`config.mk`:
```
export PLATFORM = sky130hd
export DESIGN_NAME = clock_ctrl
export DESIGN_NICKNAME = d
export VERILOG_FILES = /design/src/rtl/clock_ctrl_pkg.sv /design/src/rtl/btn_edge.sv /design/src/rtl/clock_ctrl.sv
export SDC_FILE = /design/constraint.sdc
export NUM_CORES = 1
export LEC_CHECK = 0
export ABC_AREA = 1
export CAP_MARGIN = 20
export CORE_MARGIN = 2
export CORE_UTILIZATION = 26
export CTS_CLUSTER_DIAMETER = 60
export DETAILED_ROUTE_END_ITERATION = 16
export PLACE_DENSITY = 0.67
export SYNTH_ARGS = -nofsm -noshare
export SYNTH_HDL_FRONTEND = slang
export SYNTH_HIERARCHICAL = 1
export SYNTH_SLANG_ARGS = --single-unit
export TNS_END_PERCENT = 50
```
`constraint.sdc`:
```
create_clock -name CP -period 2.4 [get_ports CP]
set_input_delay 0.24 -clock CP [delete_from_list [all_inputs] [get_ports CP]]
set_output_delay 0.24 -clock CP [all_outputs]
set_load 0.02 [all_outputs]
```
`src/rtl/clock_ctrl_pkg.sv`:
```
// Shared types, digit indices and BCD step helpers for the clock sequencing controller.
// The helpers say which strobes one field needs for a "+1"; the top decides when to apply them.
package clock_ctrl_pkg;

    typedef enum logic [1:0] {
        ST_RUN     = 2'd0,
        ST_SET_HR  = 2'd1,
        ST_SET_MIN = 2'd2
    } state_e;

    localparam int SEC_LO = 0;
    localparam int SEC_HI = 1;
    localparam int MIN_LO = 2;
    localparam int MIN_HI = 3;
    localparam int HR_LO  = 4;
    localparam int HR_HI  = 5;

    localparam logic [3:0] UNIT_MAX   = 4'd9;
    localparam logic [3:0] TENS60_MAX = 4'd5;

    // Same field order as the digits bus, most significant digit first.
    typedef struct packed {
        logic [3:0] hr_hi;
        logic [3:0] hr_lo;
        logic [3:0] min_hi;
        logic [3:0] min_lo;
        logic [3:0] sec_hi;
        logic [3:0] sec_lo;
    } time_t;

    // Strobes for one two-digit field: bit0 = units, bit1 = tens.
    typedef struct packed {
        logic [1:0] inc;
        logic [1:0] clr_n;
    } field_t;

    localparam field_t FIELD_IDLE = '{inc: 2'b00, clr_n: 2'b11};

    // Units counters wrap 9 -> 0 on their own, so only the mod-6 tens digit needs a clear.
    function automatic field_t sixty_step(input logic [3:0] hi, input logic [3:0] lo);
        field_t f;
        f = FIELD_IDLE;
        f.inc[0] = 1'b1;
        if (lo == UNIT_MAX) begin
            if (hi < TENS60_MAX) begin
                f.inc[1] = 1'b1;
            end else begin
                f.clr_n[1] = 1'b0;
            end
        end
        return f;
    endfunction

    function automatic logic sixty_wraps(input logic [3:0] hi, input logic [3:0] lo);
        return (lo == UNIT_MAX) && (hi >= TENS60_MAX);
    endfunction

    function automatic field_t hour_step(input logic [3:0] hi, input logic [3:0] lo,
                                         input logic [3:0] last_hi, input logic [3:0] last_lo);
        field_t f;
        f = FIELD_IDLE;
        if ((hi == last_hi) && (lo == last_lo)) begin
            f.clr_n = 2'b00;
        end else begin
            f.inc[0] = 1'b1;
            f.inc[1] = (lo == UNIT_MAX);
        end
        return f;
    endfunction

endpackage

```
`src/rtl/btn_edge.sv`:
```
// Two-flop synchronizer for a raw push-button level followed by a rising-edge detector.
// rise_o is high for exactly one clk cycle per press, however long the button is held.
module btn_edge (
    input  logic clk,
    input  logic rst_n,
    input  logic btn_i,
    output logic rise_o
);

    logic sync1_q;
    logic sync2_q;
    logic prev_q;

    // NOTE: non-blocking assignments make every flop load its pre-edge input, so the chain shifts one stage per clock.
    always_ff @(posedge clk or negedge rst_n) begin
        if (!rst_n) begin
            sync1_q <= 1'b0;
            sync2_q <= 1'b0;
            prev_q  <= 1'b0;
        end else begin
            sync1_q <= btn_i;
            sync2_q <= sync1_q;
            prev_q  <= sync2_q;
        end
    end

    assign rise_o = sync2_q & ~prev_q;

endmodule

```
`src/rtl/clock_ctrl.sv`:
```
// Turns the 1 Hz tick and the mode/inc buttons into per-digit inc/clr_n strobes for six BCD counters.
// Optional CLOCK_CTRL_BLINK_EN adds a blink phase that toggles per tick while a field is being set.
module clock_ctrl
    import clock_ctrl_pkg::*;
#(
    parameter logic [3:0] HR_LAST_HI = 4'd2,
    parameter logic [3:0] HR_LAST_LO = 4'd3
) (
    input  logic        CP,
    input  logic        nCLR,
    input  logic        tick_1hz,
    input  logic        btn_mode,
    input  logic        btn_inc,
    input  logic [23:0] digits,
    output logic [5:0]  inc,
    output logic [5:0]  clr_n,
    output logic [1:0]  mode,
    output logic        blink
);

    logic   mode_ev;
    logic   inc_ev;
    time_t  now;
    state_e state_q, state_d;
    field_t sec_f, min_f, hr_f;
    logic [5:0] inc_q, inc_d;
    logic [5:0] clr_n_q, clr_n_d;

    btn_edge u_mode_edge (
        .clk    (CP),
        .rst_n  (nCLR),
        .btn_i  (btn_mode),
        .rise_o (mode_ev)
    );

    btn_edge u_inc_edge (
        .clk    (CP),
        .rst_n  (nCLR),
        .btn_i  (btn_inc),
        .rise_o (inc_ev)
    );

    assign now = digits;

    // The current state picks the action; a mode event only changes which state acts next cycle.
    // NOTE: every always_comb output gets a default first, so no path leaves it unassigned and no latch is inferred.
    always_comb begin
        state_d = state_q;
        sec_f   = FIELD_IDLE;
        min_f   = FIELD_IDLE;
        hr_f    = FIELD_IDLE;
        unique case (state_q)
            ST_RUN: begin
                if (tick_1hz) begin
                    sec_f = sixty_step(now.sec_hi, now.sec_lo);
                    if (sixty_wraps(now.sec_hi, now.sec_lo)) begin
                        min_f = sixty_step(now.min_hi, now.min_lo);
                        if (sixty_wraps(now.min_hi, now.min_lo)) begin
                            hr_f = hour_step(now.hr_hi, now.hr_lo, HR_LAST_HI, HR_LAST_LO);
                        end
                    end
                end
                if (mode_ev) begin
                    state_d = ST_SET_HR;
                end
            end
            ST_SET_HR: begin
                if (mode_ev) begin
                    state_d = ST_SET_MIN;
                end else if (inc_ev) begin
                    hr_f = hour_step(now.hr_hi, now.hr_lo, HR_LAST_HI, HR_LAST_LO);
                end
            end
            ST_SET_MIN: begin
                if (mode_ev) begin
                    state_d     = ST_RUN;
                    sec_f.clr_n = 2'b00;
                end else if (inc_ev) begin
                    min_f = sixty_step(now.min_hi, now.min_lo);
                end
            end
            default: begin
                state_d = ST_RUN;
            end
        endcase
    end

    assign inc_d[SEC_HI:SEC_LO]   = sec_f.inc;
    assign inc_d[MIN_HI:MIN_LO]   = min_f.inc;
    assign inc_d[HR_HI:HR_LO]     = hr_f.inc;
    assign clr_n_d[SEC_HI:SEC_LO] = sec_f.clr_n;
    assign clr_n_d[MIN_HI:MIN_LO] = min_f.clr_n;
    assign clr_n_d[HR_HI:HR_LO]   = hr_f.clr_n;

    always_ff @(posedge CP or negedge nCLR) begin
        if (!nCLR) begin
            state_q <= ST_RUN;
            inc_q   <= '0;
            clr_n_q <= '1;
        end else begin
            state_q <= state_d;
            inc_q   <= inc_d;
            clr_n_q <= clr_n_d;
        end
    end

    assign inc   = inc_q;
    assign clr_n = clr_n_q;
    assign mode  = state_q;

`ifdef CLOCK_CTRL_BLINK_EN
    logic blink_q, blink_d;

    always_comb begin
        blink_d = blink_q;
        if (mode_ev || (state_q == ST_RUN)) begin
            blink_d = 1'b0;
        end else if (tick_1hz) begin
            blink_d = ~blink_q;
        end
    end

    always_ff @(posedge CP or negedge nCLR) begin
        if (!nCLR) begin
            blink_q <= 1'b0;
        end else begin
            blink_q <= blink_d;
        end
    end

    assign blink = blink_q;
`else
    assign blink = 1'b0;
`endif

endmodule

```
==> impl_results.md <==
- Syn Nets: 111
- # rows: 19
- Num CTS Buffers: 3
- Critical path class: register to output pin
- Cts hold-fix bufs: 0
- Register area: 455 sq um
- Synth Area in Compound Gates: 0.0449
- Sequential-to-total area share from yosys stat: 0.584
- Worst-Margin Slew: 0.749 ns
- Setup violations, final: 0
- Mux cell area share after synthesis: 0
- Routed len/inst: 9.57 microns
- Layout cells sized above 1: 0.138
- H-tree depth: 1
- Final wirelength: 1.47 mm
- Critical path arrival: 1.41 ns
- Slowest-stage cell, CP: clkdlybuf4s50_1
- CP bufs+invs: 1
- Clock-pin slew on the worst setup and hold paths: 0.09 ns
- Failing checks: DRC
- CTS sink count: 18
- Die Ht: 58.8 microns
- Worst setup margin: 0.750 ns
- Buffers on Ports: 41
- Post-DP HPWL: 1.29 mm
- Period utilisation layout: 0.687
- Slowest stage delay, CP: 0.60 ns
- Worst vdd ir: 232 uV
- First-pass GRT wire length: 2.43 mm
- Syn Area/Cell: 9.51 sq um
- GRT overflow: 0
- Clk_lat worst skew: 0.28 ns
- Post-CTS setup buffer count: 0
- Drt pass-1 iters: 10
- Critical path's top delay family: buffers and inverters
- Gate Count Post-Synth: 82
- DRC viols: 2
- DP Worst Slack: 0.982 ns
- WP depth: 1
- Mapped Area: 779 sq um
- Post-Synth XOR/XNOR Area: 0
- Rel. slew slack: 0.499
- Crit end category: output pin
- Yosys reg bits: 18
- Number of max-cap violations: 0
- Max Fclk: 0.606 GHz
- Ports: 44
- Post-Synth Simple-Gate Area: 0.260
- Layout area overhead: 57.6%
- Ys Warns: 6
- Largest net degree at the start of global routing: 19
- Total Power: 0.745 mW
- Multi-input logic area: 245 sq um
- Initial Util: 0.278
- Count of cell types in the netlist: 19
- Tmin final: 1.65 ns
- Worst hold path type: register to register
- TritonCTS clock tree: done
- FF-to-FF path depth: 7
- Worst Hold Path Cells: 0
- Placeable Area: 2810 sq um
- Crit-path max FO: 2
- Filler cell count: 293
- Synthesized-area fraction occupied by adder cells: 0
- DP Area: 1210 sq um
- Setup TNS: 0 ns
- CTS Buffer Depth: 2
- CP cell instances: clkdlybuf4s50_1
- Chip Width: 58.8 microns
- RSZ-0062 raised after global routing: no
- Clk root buf: clkbuf_4
- Vias in the first global route: 642
- Layout Skew: 0.00264 ns
- Design Area, Final: 1230 sq um
- ANT cells: 0
- Status: complete, but fails checks
- Leakage: 0.572 nW
- PD cells: 607 nW/um^2
- Area of the die: 3450 sq um
- Routed Antenna Nets: 0
- Main combinational cell family by area after synthesis: simple AND/OR/NAND/NOR gates
- Via count: 631
- CP required: 2.16 ns
- CP Launch Type: register
- Slew Viols, Final: 0
- Post-CTS sizing: 0
- Post-layout nets: 154
- Antenna violations before repair: 0
- GRT Resource Usage Total: 0.0922
- Initial DRC Count: 11
- Hold Vio Cnt, Final: 0
- Via-to-Cell Ratio: 4.10
- GP Congestion: 0.665
[Yosys cell counts]
| master | number | area share |
|---|---|---|
| inv_1 | 13 | 0.063 |
| nor2_2 | 2 | 0.016 |
| nor2_4 | 2 | 0.029 |
| nand2_4 | 2 | 0.029 |
| conb_1 | 2 | 0.0096 |
| nand2_2 | 1 | 0.0080 |
| nand3b_1 | 1 | 0.0096 |
| inv_2 | 2 | 0.0096 |
| buf_4 | 3 | 0.029 |
| dfrtp_1 | 14 | 0.45 |
| nor3_1 | 1 | 0.0064 |
| nand2_1 | 16 | 0.077 |
| nor2_8 | 1 | 0.026 |
| nand3_1 | 2 | 0.013 |
| nor2_1 | 8 | 0.039 |
| o21ai_0 | 2 | 0.013 |
| nor4_1 | 1 | 0.0080 |
| dfstp_2 | 4 | 0.13 |
| a21oi_1 | 5 | 0.032 |
[cells by family (layout without fill, tap and decap cells)]
family	count (synthesis)	after routing
DFF	18	18
buffers and inverters	18	59
and+or+nand+nor	37	37
other	2	2
AOI/OAI and AO/OA	7	7
[cell usage in the layout, fill, tap and decap left out, drive strengths merged]
| master | synthesis | layout |
|---|---|---|
| inv | 15 | 15 |
| nand2 | 19 | 19 |
| nand3 | 2 | 2 |
| nor4 | 1 | 1 |
| nor2 | 13 | 13 |
| conb | 2 | 2 |
| a21oi | 5 | 5 |
| clkdlybuf4s50 | 0 | 41 |
| nor3 | 1 | 1 |
| dfrtp | 14 | 14 |
| clkbuf | 0 | 3 |
| nand3b | 1 | 1 |
| dfstp | 4 | 4 |
| o21ai | 2 | 2 |
[sequential cells by signal (all words and copies together) (netlist names)]
signal               cells
u_inc_edge/sync2_q       1
u_mode_edge/sync2_q      1
u_mode_edge/prev_q       1
inc                      6
clr_n                    4
u_mode_edge/sync1_q      1
u_inc_edge/prev_q        1
mode                     2
u_inc_edge/sync1_q       1
[metal layers]
| metal | GRT usage | wire, microns | up-vias |
|---|---|---|---|
| met5 | 0 | 0 | - |
| met1 | 0.0980 | 522 | 282 |
| met4 | 0.0487 | 0 | 0 |
| li1 | - | - | 323 |
| met2 | 0.170 | 838 | 26 |
| met3 | 0.0176 | 113 | 0 |
[layout make-up]
class / count / share of cell area
flip-flops and latches: 18 / 0.371
repair buffers: 41 / 0.334
multi-input cells: 46 / 0.200
well taps: 31 / 0.0316
inverters: 15 / 0.0458
clock buffers: 3 / 0.0183
[path summary, 6_finish.rpt]
kind                                    start            endpoint  slack, ns
max                                  clr_n[4]            clr_n[4]       0.75
min                        u_inc_edge/sync1_q  u_inc_edge/sync2_q       0.36
max reg2reg                           mode[0]              inc[4]       1.28
min reg2reg                u_inc_edge/sync1_q  u_inc_edge/sync2_q       0.36
max in group asynchronous                nCLR              inc[2]       1.54
min in group asynchronous                nCLR             mode[0]       0.40
[power breakdown]
group          internal [mW]  total, mW  switching (mW)
Sequential             0.337      0.355          0.0181
Clock                 0.0581      0.139          0.0811
Combinational          0.119      0.251           0.132
Total                  0.514      0.745           0.231
[stage by stage]
stage	std cells	util	hold WS, ns
final	154	0.438	0.360
after detailed placement	151	0.430	0.337
after global placement	151	0.430	0.338
after floorplan	82	-	-0.0556
after global routing	154	0.438	0.372
after CTS	154	0.438	0.365
No activity file was read; power rests on OpenSTA's default activity.
